<file path="src/rtl/bcd_pkg.sv">
// Shared BCD definitions: controller state encoding and decimal digit constants.
// No logic; no latency.
// No flow control.
package bcd_pkg;

    typedef enum logic [1:0] {
        IDLE = 2'd0,
        RUN  = 2'd1,
        DONE = 2'd2
    } state_t;

    localparam logic [3:0] BCD_MAX  = 4'd9;
    localparam logic [3:0] BCD_CORR = 4'd6;

endpackage

</file>
<file path="src/rtl/bcd_digit_add.sv">
// Single BCD digit adder with decimal correction.
// Purely combinational, zero latency.
// No flow control.
module bcd_digit_add
    import bcd_pkg::*;
(
    input  logic [3:0] ad,
    input  logic [3:0] bd,
    input  logic       c,
    output logic [3:0] digit,
    output logic       carry
);

    logic [4:0] s;

    always_comb begin
        s     = {1'b0, ad} + {1'b0, bd} + {4'b0, c};
        digit = s[3:0];
        carry = 1'b0;
        // A binary sum of 10..19 wraps to 0..9 once 6 is added modulo 16.
        if (s > {1'b0, BCD_MAX}) begin
            digit = s[3:0] + BCD_CORR;
            carry = 1'b1;
        end
    end

endmodule

</file>
<file path="src/rtl/bcd_serial_adder.sv">
// Digit-serial packed-BCD adder/subtractor, one digit per clock, LSD first.
// Latency: done sampled DIGITS+1 edges after the start edge.
// No backpressure: start is ignored while busy, accepted again in IDLE or DONE.
module bcd_serial_adder
    import bcd_pkg::*;
#(
    parameter int DIGITS = 4
) (
    input  logic                clk,
    input  logic                rst,
    input  logic                start,
    input  logic [4*DIGITS-1:0] a,
    input  logic [4*DIGITS-1:0] b,
    input  logic                cin,
    input  logic                sub,
    output logic                busy,
    output logic                done,
    output logic [4*DIGITS-1:0] sum,
    output logic                cout,
    output logic                invalid
);

    localparam int W  = 4 * DIGITS;
    localparam int IW = $clog2(DIGITS) + 1;
    localparam logic [IW-1:0] LAST_IDX = IW'(DIGITS - 1);

    state_t          state, state_nxt;
    logic            accept;
    logic [W-1:0]    a_r, b_r, sum_r;
    logic            sub_r, carry_r, cout_r, invalid_r;
    logic [IW-1:0]   idx_r;
    logic            bad_in;
    logic [3:0]      ad, bd, bd_eff, dig;
    logic            dig_carry;

    always_comb begin
        bad_in = 1'b0;
        for (int i = 0; i < DIGITS; i++) begin
            if (a[4*i +: 4] > BCD_MAX || b[4*i +: 4] > BCD_MAX) begin
                bad_in = 1'b1;
            end
        end
    end

    // Subtraction is a + (nine's complement of b) + 1; carry-out means no borrow.
    always_comb begin
        ad     = a_r[4*idx_r +: 4];
        bd     = b_r[4*idx_r +: 4];
        bd_eff = sub_r ? (BCD_MAX - bd) : bd;
    end

    bcd_digit_add u_digit (
        .ad    (ad),
        .bd    (bd_eff),
        .c     (carry_r),
        .digit (dig),
        .carry (dig_carry)
    );

    always_ff @(posedge clk) begin
        if (rst) begin
            state <= IDLE;
        end else begin
            state <= state_nxt;
        end
    end

    always_comb begin
        state_nxt = state;
        accept    = 1'b0;
        busy      = 1'b0;
        done      = 1'b0;
        case (state)
            IDLE: begin
                if (start) begin
                    accept    = 1'b1;
                    state_nxt = RUN;
                end
            end
            RUN: begin
                busy = 1'b1;
                if (idx_r == LAST_IDX) begin
                    state_nxt = DONE;
                end
            end
            DONE: begin
                done = 1'b1;
                if (start) begin
                    accept    = 1'b1;
                    state_nxt = RUN;
                end else begin
                    state_nxt = IDLE;
                end
            end
            default: state_nxt = IDLE;
        endcase
    end

    always_ff @(posedge clk) begin
        if (rst) begin
            a_r       <= '0;
            b_r       <= '0;
            sub_r     <= 1'b0;
            carry_r   <= 1'b0;
            idx_r     <= '0;
            sum_r     <= '0;
            cout_r    <= 1'b0;
            invalid_r <= 1'b0;
        end else if (accept) begin
            a_r       <= a;
            b_r       <= b;
            sub_r     <= sub;
            carry_r   <= sub ? 1'b1 : cin;
            idx_r     <= '0;
            invalid_r <= bad_in;
            if (bad_in) begin
                sum_r <= '0;
            end
        end else if (state == RUN) begin
            if (!invalid_r) begin
                sum_r[4*idx_r +: 4] <= dig;
            end
            carry_r <= dig_carry;
            idx_r   <= idx_r + 1'b1;
            if (idx_r == LAST_IDX) begin
                cout_r <= invalid_r ? 1'b0 : dig_carry;
            end
        end
    end

    assign sum     = sum_r;
    assign cout    = cout_r;
    assign invalid = invalid_r;

endmodule

</file>
<file path="config.mk">
export PLATFORM = sky130hd
export DESIGN_NAME = bcd_serial_adder
export DESIGN_NICKNAME = d
export VERILOG_FILES = /design/src/rtl/bcd_pkg.sv /design/src/rtl/bcd_digit_add.sv /design/src/rtl/bcd_serial_adder.sv
export SDC_FILE = /design/constraint.sdc
export NUM_CORES = 1
export LEC_CHECK = 0
export BUFFER_PORTS_ARGS = -buffer_cell sky130_fd_sc_hd__buf_4
export CAP_MARGIN = 20
export CORE_AREA = 2 2 80 82
export CTS_CLUSTER_DIAMETER = 30
export DETAILED_ROUTE_END_ITERATION = 8
export DIE_AREA = 0 0 82 84
export PLACE_DENSITY = 0.74
export SLEW_MARGIN = 20
export SYNTH_ARGS = -nofsm -noshare
export SYNTH_HDL_FRONTEND = slang
export SYNTH_SLANG_ARGS = --single-unit
</file>
<file path="constraint.sdc">
create_clock -name clk -period 4.37 [get_ports clk]
set_clock_uncertainty 0.1 [all_clocks]
set_input_delay 0.874 -clock clk [delete_from_list [all_inputs] [get_ports clk]]
set_output_delay 0.874 -clock clk [all_outputs]
set_load 0.05 [all_outputs]
</file>
==> flow_metrics.env <==
export IMPL_outcome="complete, no violations"
export IMPL_grt_usage_pct=21.2
export IMPL_setup_tns_ps=0
export IMPL_cp_start_kind="register"
export IMPL_reg2regPathDepth=12
export IMPL_antenna_found_initial=0
export IMPL_tightest_slew_ps=632
export IMPL_seq_area_um2=1140
export IMPL_dr_pass1_iters=4
export IMPL_cts_resized_gates=0
export IMPL_worstPathCellList="mux4_2, nand2_1, xor2_1, fa_1, inv_1, fa_1, xnor2_1, ha_1, a22o_1, o31a_1, mux2i_1, a22o_1"
export IMPL_synth_seq_area_share_pct=41.9
export IMPL_synth_distinct_cells=45
export IMPL_slowest_stage="dfxtp_1"
export IMPL_fp_dieW_um=82
export IMPL_synth_top_area_share_pct=41.9
export IMPL_grt_max_degree=52
export IMPL_fp_row_count=29
export IMPL_insertedDiodeCount=0
export IMPL_drtAntennaViolNets=0
export IMPL_fill_cells=573
export IMPL_crit_family="multiplexers"
export IMPL_cts_made_buffers=9
export IMPL_avgSynthCellArea_um2=8.67
export IMPL_place_port_buffers=56
export IMPL_h_tree_depth=3
export IMPL_layout_drive_gt1_share_pct=23.1
export IMPL_cpPeakStageDelay_ps=720
export IMPL_synthFlopType="dfxtp_1"
export IMPL_fin_nets=416
export IMPL_wl_per_cell_um=14.4
export IMPL_cts_buffer_depth=2
export IMPL_area_growth_pct=23.4
export IMPL_hold_buffers=0
export IMPL_drt_iter0_drc=169
export IMPL_tritoncts="done"
export IMPL_placed_area_um2=3210
export IMPL_cp_arrival_ps=4070
export IMPL_yosysWarnings=0
export IMPL_dr_total_vias=2463
export IMPL_crit_path_end_kind="register"
export IMPL_insertion_delay_ps=350
export IMPL_synth_fp_nets=362
export IMPL_yosys_top_cells_area="dfxtp_1 (42%), nand2_1 (11%), a21oi_1 (7.3%), mux4_2 (5.8%), a22o_1 (4.2%)"
export IMPL_rr_endpoint="sum[6]"
export IMPL_min_path_type="register to register"
export IMPL_gp_congestion=0.856
export IMPL_dp_cells=434
export IMPL_setup_viol=0
export IMPL_finalHoldViolCount=0
export IMPL_instances_no_fill=450
export IMPL_min_delay_start="cout"
export IMPL_finalCriticalPeriod_ps=3890
export IMPL_clkSlewWorstSetupHoldPaths_ps=70
export IMPL_synthCells=314
export IMPL_drt_wl_total_mm=6.49
export IMPL_crit_required_ps=4550
export IMPL_worstPathMaxFanout=13
export IMPL_initial_core_util_pct=44.7
export IMPL_grt_pass1_vias=2436
export IMPL_ctsRootBufferMaster="clkbuf_8"
export IMPL_maxCapViolCount=0
export IMPL_ioPinCount=57
export IMPL_critPathKind="register to register"
export IMPL_hpwlAfterDp_mm=4.77
export IMPL_drc=0
export IMPL_final_area_um2=3360
export IMPL_synth_seq_cells=57
export IMPL_rsz0062_at_grt="no"
export IMPL_min_period_over_period_pct=89.0
export IMPL_multi_input_area_um2=1490
export IMPL_die_y_um=84
export IMPL_maxSlewViolCount=0
export IMPL_dpl_worst_slack_ps=496
export IMPL_vdd_drop_max_v=0.000203
export IMPL_p_leak_nw=1.38
export IMPL_cts_setup_buffers=0
export IMPL_syn_area_um2=2720
export IMPL_grt_pass1_wl_mm=11.2
export IMPL_min_to="cout"
export IMPL_p_per_area_nw_per_um2=364
export IMPL_synth_top_area_cell="dfxtp_1"
export IMPL_worst_slack_ps=481
export IMPL_async_flop_share_pct=0
export IMPL_synth_edf_count=0
export IMPL_die_area_um2=6890
export IMPL_worst_slew_margin_rel_pct=57.8
export IMPL_worst_path_buf_inv=1
export IMPL_rrSetupSlack_ps=480
export IMPL_hold_path_depth=2
export IMPL_fmax_mhz=257
export IMPL_viasPerCell=5.47
export IMPL_cts_sinks=57
export IMPL_gr_total_overflow=0
export IMPL_reg2reg_from="idx_r[0]"
export IMPL_core_area_um2=6100
## through the flow
stage / total power [W] / hold WS (ps) / util, %
finish: 0.00122 / 357 / 55.2
global route: 0.00129 / 377 / 55.2
CTS: 0.00123 / 355 / 55.2
detailed placement: 0.000828 / 346 / 52.6
global placement: 0.000818 / 342 / 52.6
floorplan: 0.000748 / 332 / -
## worst max-delay path by stage
stage	from	cells after the start	end	slack (ps)
floorplan	idx_r[0]	13	carry_r	870
global placement	idx_r[0]	12	carry_r	640
detailed placement	idx_r[0]	12	sum[10]	500
CTS	idx_r[0]	12	sum[2]	440
global route	idx_r[0]	12	sum[10]	160
finish	idx_r[0]	12	sum[6]	480
## cells by family (layout without fill, tap and decap cells)
| kind of cell | Yosys count | in the layout | share of synthesized area (%) |
|---|---|---|---|
| AOI/OAI and AO/OA | 85 | 85 | 20.0 |
| xor gates and xnor gates | 5 | 5 | 1.61 |
| muxes | 9 | 9 | 6.52 |
| adders and majority gates | 11 | 11 | 5.60 |
| and+or+nand+nor | 123 | 123 | 20.9 |
| buffers and inverters | 24 | 83 | 3.40 |
| DFF | 57 | 57 | 41.9 |
## Yosys cell counts (2+ instances only)
cell type,number
inv_1,6
mux2i_1,2
dfxtp_1,57
a2111oi_0,2
nand2b_1,3
clkbuf_1,10
o31ai_1,4
xor2_1,2
nand3b_1,2
nor3_1,3
and2_1,3
mux4_2,7
nor2_1,14
nand4_1,2
nor2b_1,10
xnor2_1,3
a21oi_1,40
a22o_1,13
a2bb2oi_1,2
buf_2,2
o21ai_0,13
buf_1,5
a22oi_1,2
nand2_1,77
fa_1,2
ha_1,9
## worst min-delay path, cell delays in order, from the launching register on
cell and delay, ps:
dfxtp_1 310, nand2_1 50, a21oi_1 50
## flip-flops by register name (all words and copies together), names as in the netlist
register  flops
sum          16
a_r          16
invalid       1
b_r          16
sub_r         1
state         2
carry_r       1
idx_r         3
cout          1
## placed cells by master (no fill, tap or decap), types with 3 or more instances in the layout
cell	instances
nand2_1	77
buf_4	60
dfxtp_1	57
a21oi_1	40
nor2_1	14
o21ai_0	13
a22o_1	13
nor2b_1	9
ha_1	9
clkbuf_8	9
mux4_2	7
inv_1	6
o31ai_1	4
clkinv_2	4
and2_1	3
xnor2_1	3
nand2b_1	3
nor3_1	3
clkbuf_1	3
## where the power goes
part	switching [W]	internal (W)	total, W
sequential	0.0000192	0.000545	0.000564
combinational	0.000144	0.000110	0.000253
clock	0.000205	0.000202	0.000407
total	0.000368	0.000856	0.00122
## final cells by class
type	instances	area share (%)
multi-input cells	233	44.4
flip-flops and latches	57	33.9
repair buffers	60	13.4
clock buffers	12	4.02
well taps	77	2.87
inverters	7	0.782
clock inverters	4	0.595
## per-layer routing
layer	share of wire [%]	up-vias	track usage (%)
met3	5.2	11	5.19
met1	45	1175	27.3
met4	2.1	0	10.9
met5	0	-	0
li1	-	1207	-
met2	48	70	32.4
(Power assumes the default switching activity.)
